File: src/rtl/sample_pwm_sink.sv
// Sample FIFO feeding an 8-bit PWM audio DAC; one signed sample is consumed per PWM frame
// and played as an offset-binary duty cycle.
module sample_pwm_sink #(
   parameter int unsigned FIFO_DEPTH = 4,
   parameter int unsigned DIV        = 1
) (
   input  logic                          clk,
   input  logic                          reset,
   input  logic [7:0]                    sample_in,
   input  logic                          sample_valid,
   output logic                          sample_ready,
   input  logic                          clear_underrun,
   output logic                          pwm_out,
   output logic                          frame_start,
   output logic                          underrun,
   output logic [$clog2(FIFO_DEPTH):0]   fifo_count
);

   localparam int unsigned PtrW = $clog2(FIFO_DEPTH);
   localparam int unsigned CntW = PtrW + 1;
   localparam int unsigned PreW = (DIV > 1) ? $clog2(DIV) : 1;

   logic [7:0]      mem_q [FIFO_DEPTH];
   logic [PtrW-1:0] wr_ptr_q, wr_ptr_d;
   logic [PtrW-1:0] rd_ptr_q, rd_ptr_d;
   logic [CntW-1:0] count_q, count_d;
   logic [PreW-1:0] presc_q, presc_d;
   logic [7:0]      cnt_q, cnt_d;
   logic [7:0]      duty_q, duty_d;
   logic            pwm_q, pwm_d;
   logic            frame_start_q, frame_start_d;
   logic            underrun_q, underrun_d;

   logic tick;
   logic boundary;
   logic push;
   logic pop;

   assign sample_ready = (count_q < CntW'(FIFO_DEPTH));
   assign fifo_count   = count_q;
   assign pwm_out      = pwm_q;
   assign frame_start  = frame_start_q;
   assign underrun     = underrun_q;

   assign tick     = (presc_q == PreW'(DIV - 1));
   assign boundary = tick && (cnt_q == 8'hFF);
   assign push     = sample_valid && sample_ready;
   assign pop      = boundary && (count_q != '0);

   always_comb begin
      wr_ptr_d      = wr_ptr_q;
      rd_ptr_d      = rd_ptr_q;
      count_d       = count_q;
      presc_d       = presc_q;
      cnt_d         = cnt_q;
      duty_d        = duty_q;
      underrun_d    = underrun_q;
      frame_start_d = boundary;
      // Compare uses the pre-edge counter and duty, hence one clock of output latency.
      pwm_d         = (cnt_q < duty_q);

      if (push) begin
         wr_ptr_d = wr_ptr_q + PtrW'(1);
      end
      if (pop) begin
         rd_ptr_d = rd_ptr_q + PtrW'(1);
         duty_d   = mem_q[rd_ptr_q] ^ 8'h80;
      end

      unique case ({push, pop})
         2'b10:   count_d = count_q + CntW'(1);
         2'b01:   count_d = count_q - CntW'(1);
         default: count_d = count_q;
      endcase

      if (tick) begin
         presc_d = '0;
         cnt_d   = cnt_q + 8'd1;
      end else begin
         presc_d = presc_q + PreW'(1);
      end

      // An empty-FIFO boundary takes priority over a clear in the same cycle.
      if (boundary && (count_q == '0)) begin
         underrun_d = 1'b1;
      end else if (clear_underrun) begin
         underrun_d = 1'b0;
      end
   end

   always_ff @(posedge clk or posedge reset) begin
      if (reset) begin
         wr_ptr_q      <= '0;
         rd_ptr_q      <= '0;
         count_q       <= '0;
         presc_q       <= '0;
         cnt_q         <= 8'd0;
         duty_q        <= 8'h80;
         pwm_q         <= 1'b0;
         frame_start_q <= 1'b0;
         underrun_q    <= 1'b0;
      end else begin
         wr_ptr_q      <= wr_ptr_d;
         rd_ptr_q      <= rd_ptr_d;
         count_q       <= count_d;
         presc_q       <= presc_d;
         cnt_q         <= cnt_d;
         duty_q        <= duty_d;
         pwm_q         <= pwm_d;
         frame_start_q <= frame_start_d;
         underrun_q    <= underrun_d;
      end
   end

   // Storage needs no reset: the pointers and count define which entries are live.
   always_ff @(posedge clk) begin
      if (push) begin
         mem_q[wr_ptr_q] <= sample_in;
      end
   end

endmodule

File: config.mk
export PLATFORM = sky130hd
export DESIGN_NAME = sample_pwm_sink
export DESIGN_NICKNAME = d
export VERILOG_FILES = /design/src/rtl/sample_pwm_sink.sv
export SDC_FILE = /design/constraint.sdc
export NUM_CORES = 1
export LEC_CHECK = 0
export BUFFER_PORTS_ARGS = -buffer_cell sky130_fd_sc_hd__buf_4
export CAP_MARGIN = 40
export CORE_ASPECT_RATIO = 1.1
export CORE_MARGIN = 5
export CORE_UTILIZATION = 53
export DETAILED_ROUTE_END_ITERATION = 16
export GPL_TIMING_DRIVEN = 0
export PLACE_DENSITY_LB_ADDON = 0.2
export SLEW_MARGIN = 20
export SYNTH_ARGS = -nofsm -noshare
export SYNTH_HDL_FRONTEND = slang
export SYNTH_SLANG_ARGS = --single-unit
File: constraint.sdc
create_clock -name clk -period 2.3 [get_ports clk]
set_input_delay 0.115 -clock clk [delete_from_list [all_inputs] [get_ports clk]]
set_output_delay 0.115 -clock clk [all_outputs]
set_load 0.01 [all_outputs]
==> key figures <==
Logic synthesis
  • Post-synthesis sequential area ratio: 65.5%
  • Post-synth EDFFs: 32
  • Seq cells post-synth: 58
  • Cells after synthesis: 160
  • Yosys warns: 0
  • Yosys top cell area share: 39.0%
  • FFs w/ async S/R, synth: 44.8%
  • Netlist cell types: 31
  • Synth area leader: edfxtp_1
  • Area contributors post-synth: edfxtp_1 39%, dfrtp_1 25%, mux4_2 7.3%
  • Synth Net Count: 186
  • Synth Flop Type: edfxtp_1
  • Mapped Area: ~2500 µm²
  • Synthesized area per cell: between 15 and 20 µm²

STA
  • Max Slew Vio Count: 0
  • Worst slew margin: 63.5%
  • F_max: 0.466 GHz
  • Worst-margin pin slew: approximately 0.55 ns
  • Setup Viol. Count Final: 0
  • RSZ-0062 raised after global routing: no
  • Tcrit/Tclk final: roughly 93%
  • Clock Skews: 0.00334 ns
  • PnR worst setup slack: 0.154 ns
  • Setup_tns: 0 ns
  • Final min period: 2.15 ns
  • Hold Fails Final Rpt: 0
  • Worst Hold Slack: 0.332 ns

Floorplanning
  • FP Rows: 26
  • Die ar.: slightly above 6000 µm²
  • Initial Util: 53.7%
  • Core Footprint: 4590 µm²
  • I/O pin count: 19
  • Die height: around 81 µm
  • Horiz. Die Dim: 75.0 µm

Detailed routing
  • Drt pass-1 iters: 4
  • Per-cell routed wire length: 15.4 µm
  • Final WL: 4120 µm
  • DRC viols: 0
  • DRT iter0 DRCs: 35
  • DR vias: 1,361
  • Drt via density: 5.10
  • Antenna Nets Post-Route: 0

Power and ir drop
  • Sequential Power Share: 50.8%
  • PD cells: roughly 830 nW/µm²
  • P_sw: 0.000642 W
  • Static leakage: 1.25 nW
  • Combinational Power Share: 15.2%
  • Clock power frac: 34.1%
  • VDD IR max: approximately 420 µV
  • Sw Ratio: 25.3%
  • Internal power: 0.00190 W

Clock tree
  • Worst-path clk slew: approximately 0.06 ns
  • CTS Buf Count: 9
  • Root Buffer: clkbuf_8
  • Worst-Skew Late Latency: roughly 0.32 ns
  • CTS tree: yes
  • CTS max path bufs: 2
  • Htree depth: 3
  • Sink Count: 58

Job
  • Max Cap Viol: 0

Layout
  • Most common cell after layout, fill and taps aside: edfxtp_1
  • Nets: 232
  • Register area: 1610 µm²
  • Number of antenna diodes: 0
  • Share of cells above drive strength 1: ~30%
  • Fin cells: 267
  • Filler cells: 326
  • Area of the multi-input gates: roughly 770 µm²
  • Most frequent cells in the layout: 32 x edfxtp_1, 25 x dfrtp_1, 25 x buf_4, 18 x inv_1
  • Area grow syn2layout: 23.9%

Critical path
  • Worst Path Max Fanout: 5
  • CP max stage cell: dfrtp_1
  • Crit-path leading delay family: adder cells
  • Worst path max stage delay: 0.37 ns
  • Arrival time at the worst endpoint: about 2.4 ns
  • Req. time, crit path: approximately 2.6 ns
  • Crit. End Element: register
  • Crit path buf inv count: 2
  • Critical Path, Cell by Cell: ha_2 > and3_4 > and4_4 > buf_12 > ha_4 > inv_1 > fa_1 > xor2_1 > nor2_1 > xnor2_1
  • Startpoint Class: register
  • Critical path class: register to register

Global routing
  • GRT overflow: 0
  • First-pass GRT wire length: 6890 µm
  • GRT Resource Usage Total: 16.2%
  • Pin count of the biggest net entering global routing: 20
  • Initial antenna violation count: 0
  • Vias in the first global route: between 1,000 and 1,500

Hold path
  • HP Class: primary input to async pin

Run status
  • Status: completed

Place
  • GPL Wtd Cong: 0.751
  • Dpl cells: around 240
  • I/O Buffers: 18
  • Placement Setup Slack: -0.214 ns
  • Detailed placer's ending HPWL: 2810 µm
-- power by group through the flow --
| stage | sequential [W] | clock, W | combinational [W] |
|---|---|---|---|
| global placement | 0.00130 | 0 | 0.000337 |
| finish | 0.00129 | 0.000865 | 0.000386 |
| detailed placement | 0.00131 | 0 | 0.000374 |
| floorplan | 0.00131 | 0 | 0.000207 |
| global route | 0.00130 | 0.000938 | 0.000433 |
| CTS | 0.00129 | 0.000899 | 0.000388 |
-- registers in the layout (all words and copies together), names as in the netlist --
| signal | count |
|---|---|
| underrun | 1 |
| duty_q | 8 |
| mem_q | 32 |
| rd_ptr_q | 2 |
| cnt_q | 8 |
| pwm_out | 1 |
| fifo_count | 3 |
| wr_ptr_q | 2 |
| frame_start | 1 |
-- routing by layer --
layer | routed length (µm) | vias to the layer above | GRT usage (%) | share of wire (%)
met5 | 0 | - | 0 | 0
met4 | 87 | 0 | 8.72 | 2.1
met3 | 174 | 6 | 6.00 | 4.2
met2 | 2210 | 25 | 26.8 | 54
met1 | 1650 | 675 | 17.9 | 40
li1 | - | 655 | - | -
-- what timing repair did --
item / in CTS / in global routing
pin swaps: 0 / 1
hold buffers: 10 / 0
setup endpoints to repair: 2 / 1
setup buffers: 2 / 5
gates resized for setup: 4 / 2
endpoints found under the hold margin: 40 / 0
-- cell families after synthesis --
family | share of synthesized area (%)
mux | 7.93
xor+xnor | 4.27
fa+ha+maj | 7.42
flops | 65.5
simple gates | 5.69
buf+inv | 4.17
compound gates | 4.98
-- layout make-up --
cell class	count	area share [%]
Sequential cell	58	52.9
Multi-Input combinational cell	79	25.1
Timing Repair Buffer	36	10.3
Tap cell	56	2.30
Buffer	4	1.07
Clock buffer	10	4.19
Clock inverter	6	1.89
Inverter	18	2.22
-- final timing paths --
path / start / to / slack, ns / cells after the start
max: cnt_q[1]$_DFF_PP0_ / fifo_count[2]$_DFFE_PP0P_ / 0.15 / 10
min: reset / fifo_count[2]$_DFFE_PP0P_ / 0.33 / 3
max reg2reg: cnt_q[1]$_DFF_PP0_ / fifo_count[2]$_DFFE_PP0P_ / 0.15 / 10
min reg2reg: cnt_q[6]$_DFF_PP0_ / cnt_q[6]$_DFF_PP0_ / 0.51 / 1
max in group asynchronous: reset / duty_q[7]$_DFFE_PP1P_ / 1.46 / 4
min in group clk: sample_valid / wr_ptr_q[0]$_DFFE_PP0P_ / 0.39 / 4
-- Yosys cell counts, types with 2 or more instances --
master / count
and3_1: 2
inv_1: 18
and2_1: 4
nor2_1: 2
o21ai_2: 6
mux4_2: 8
a21o_1: 2
a21oi_1: 2
nand2_1: 11
xnor2_1: 8
xor2_1: 4
nand3_1: 3
ha_1: 13
o21ai_0: 3
buf_6: 2
dfrtp_1: 25
clkbuf_1: 2
edfxtp_1: 32
-- per-stage QoR --
stage | utilization (%) | instance area, µm² | total power [W]
floorplan | - | 2460 | 0.00151
global placement | 58.1 | 2670 | 0.00164
detailed placement | 58.7 | 2690 | 0.00168
CTS | 65.3 | 3000 | 0.00258
global route | 66.5 | 3050 | 0.00267
finish | 66.5 | 3050 | 0.00254
-- tightest hold or removal path, cell delays in order --
cell and delay, ns:
dlygate4sd3_1 0.54, buf_4 0.13, inv_1 0.30
No activity file was read; power rests on OpenSTA's default activity.
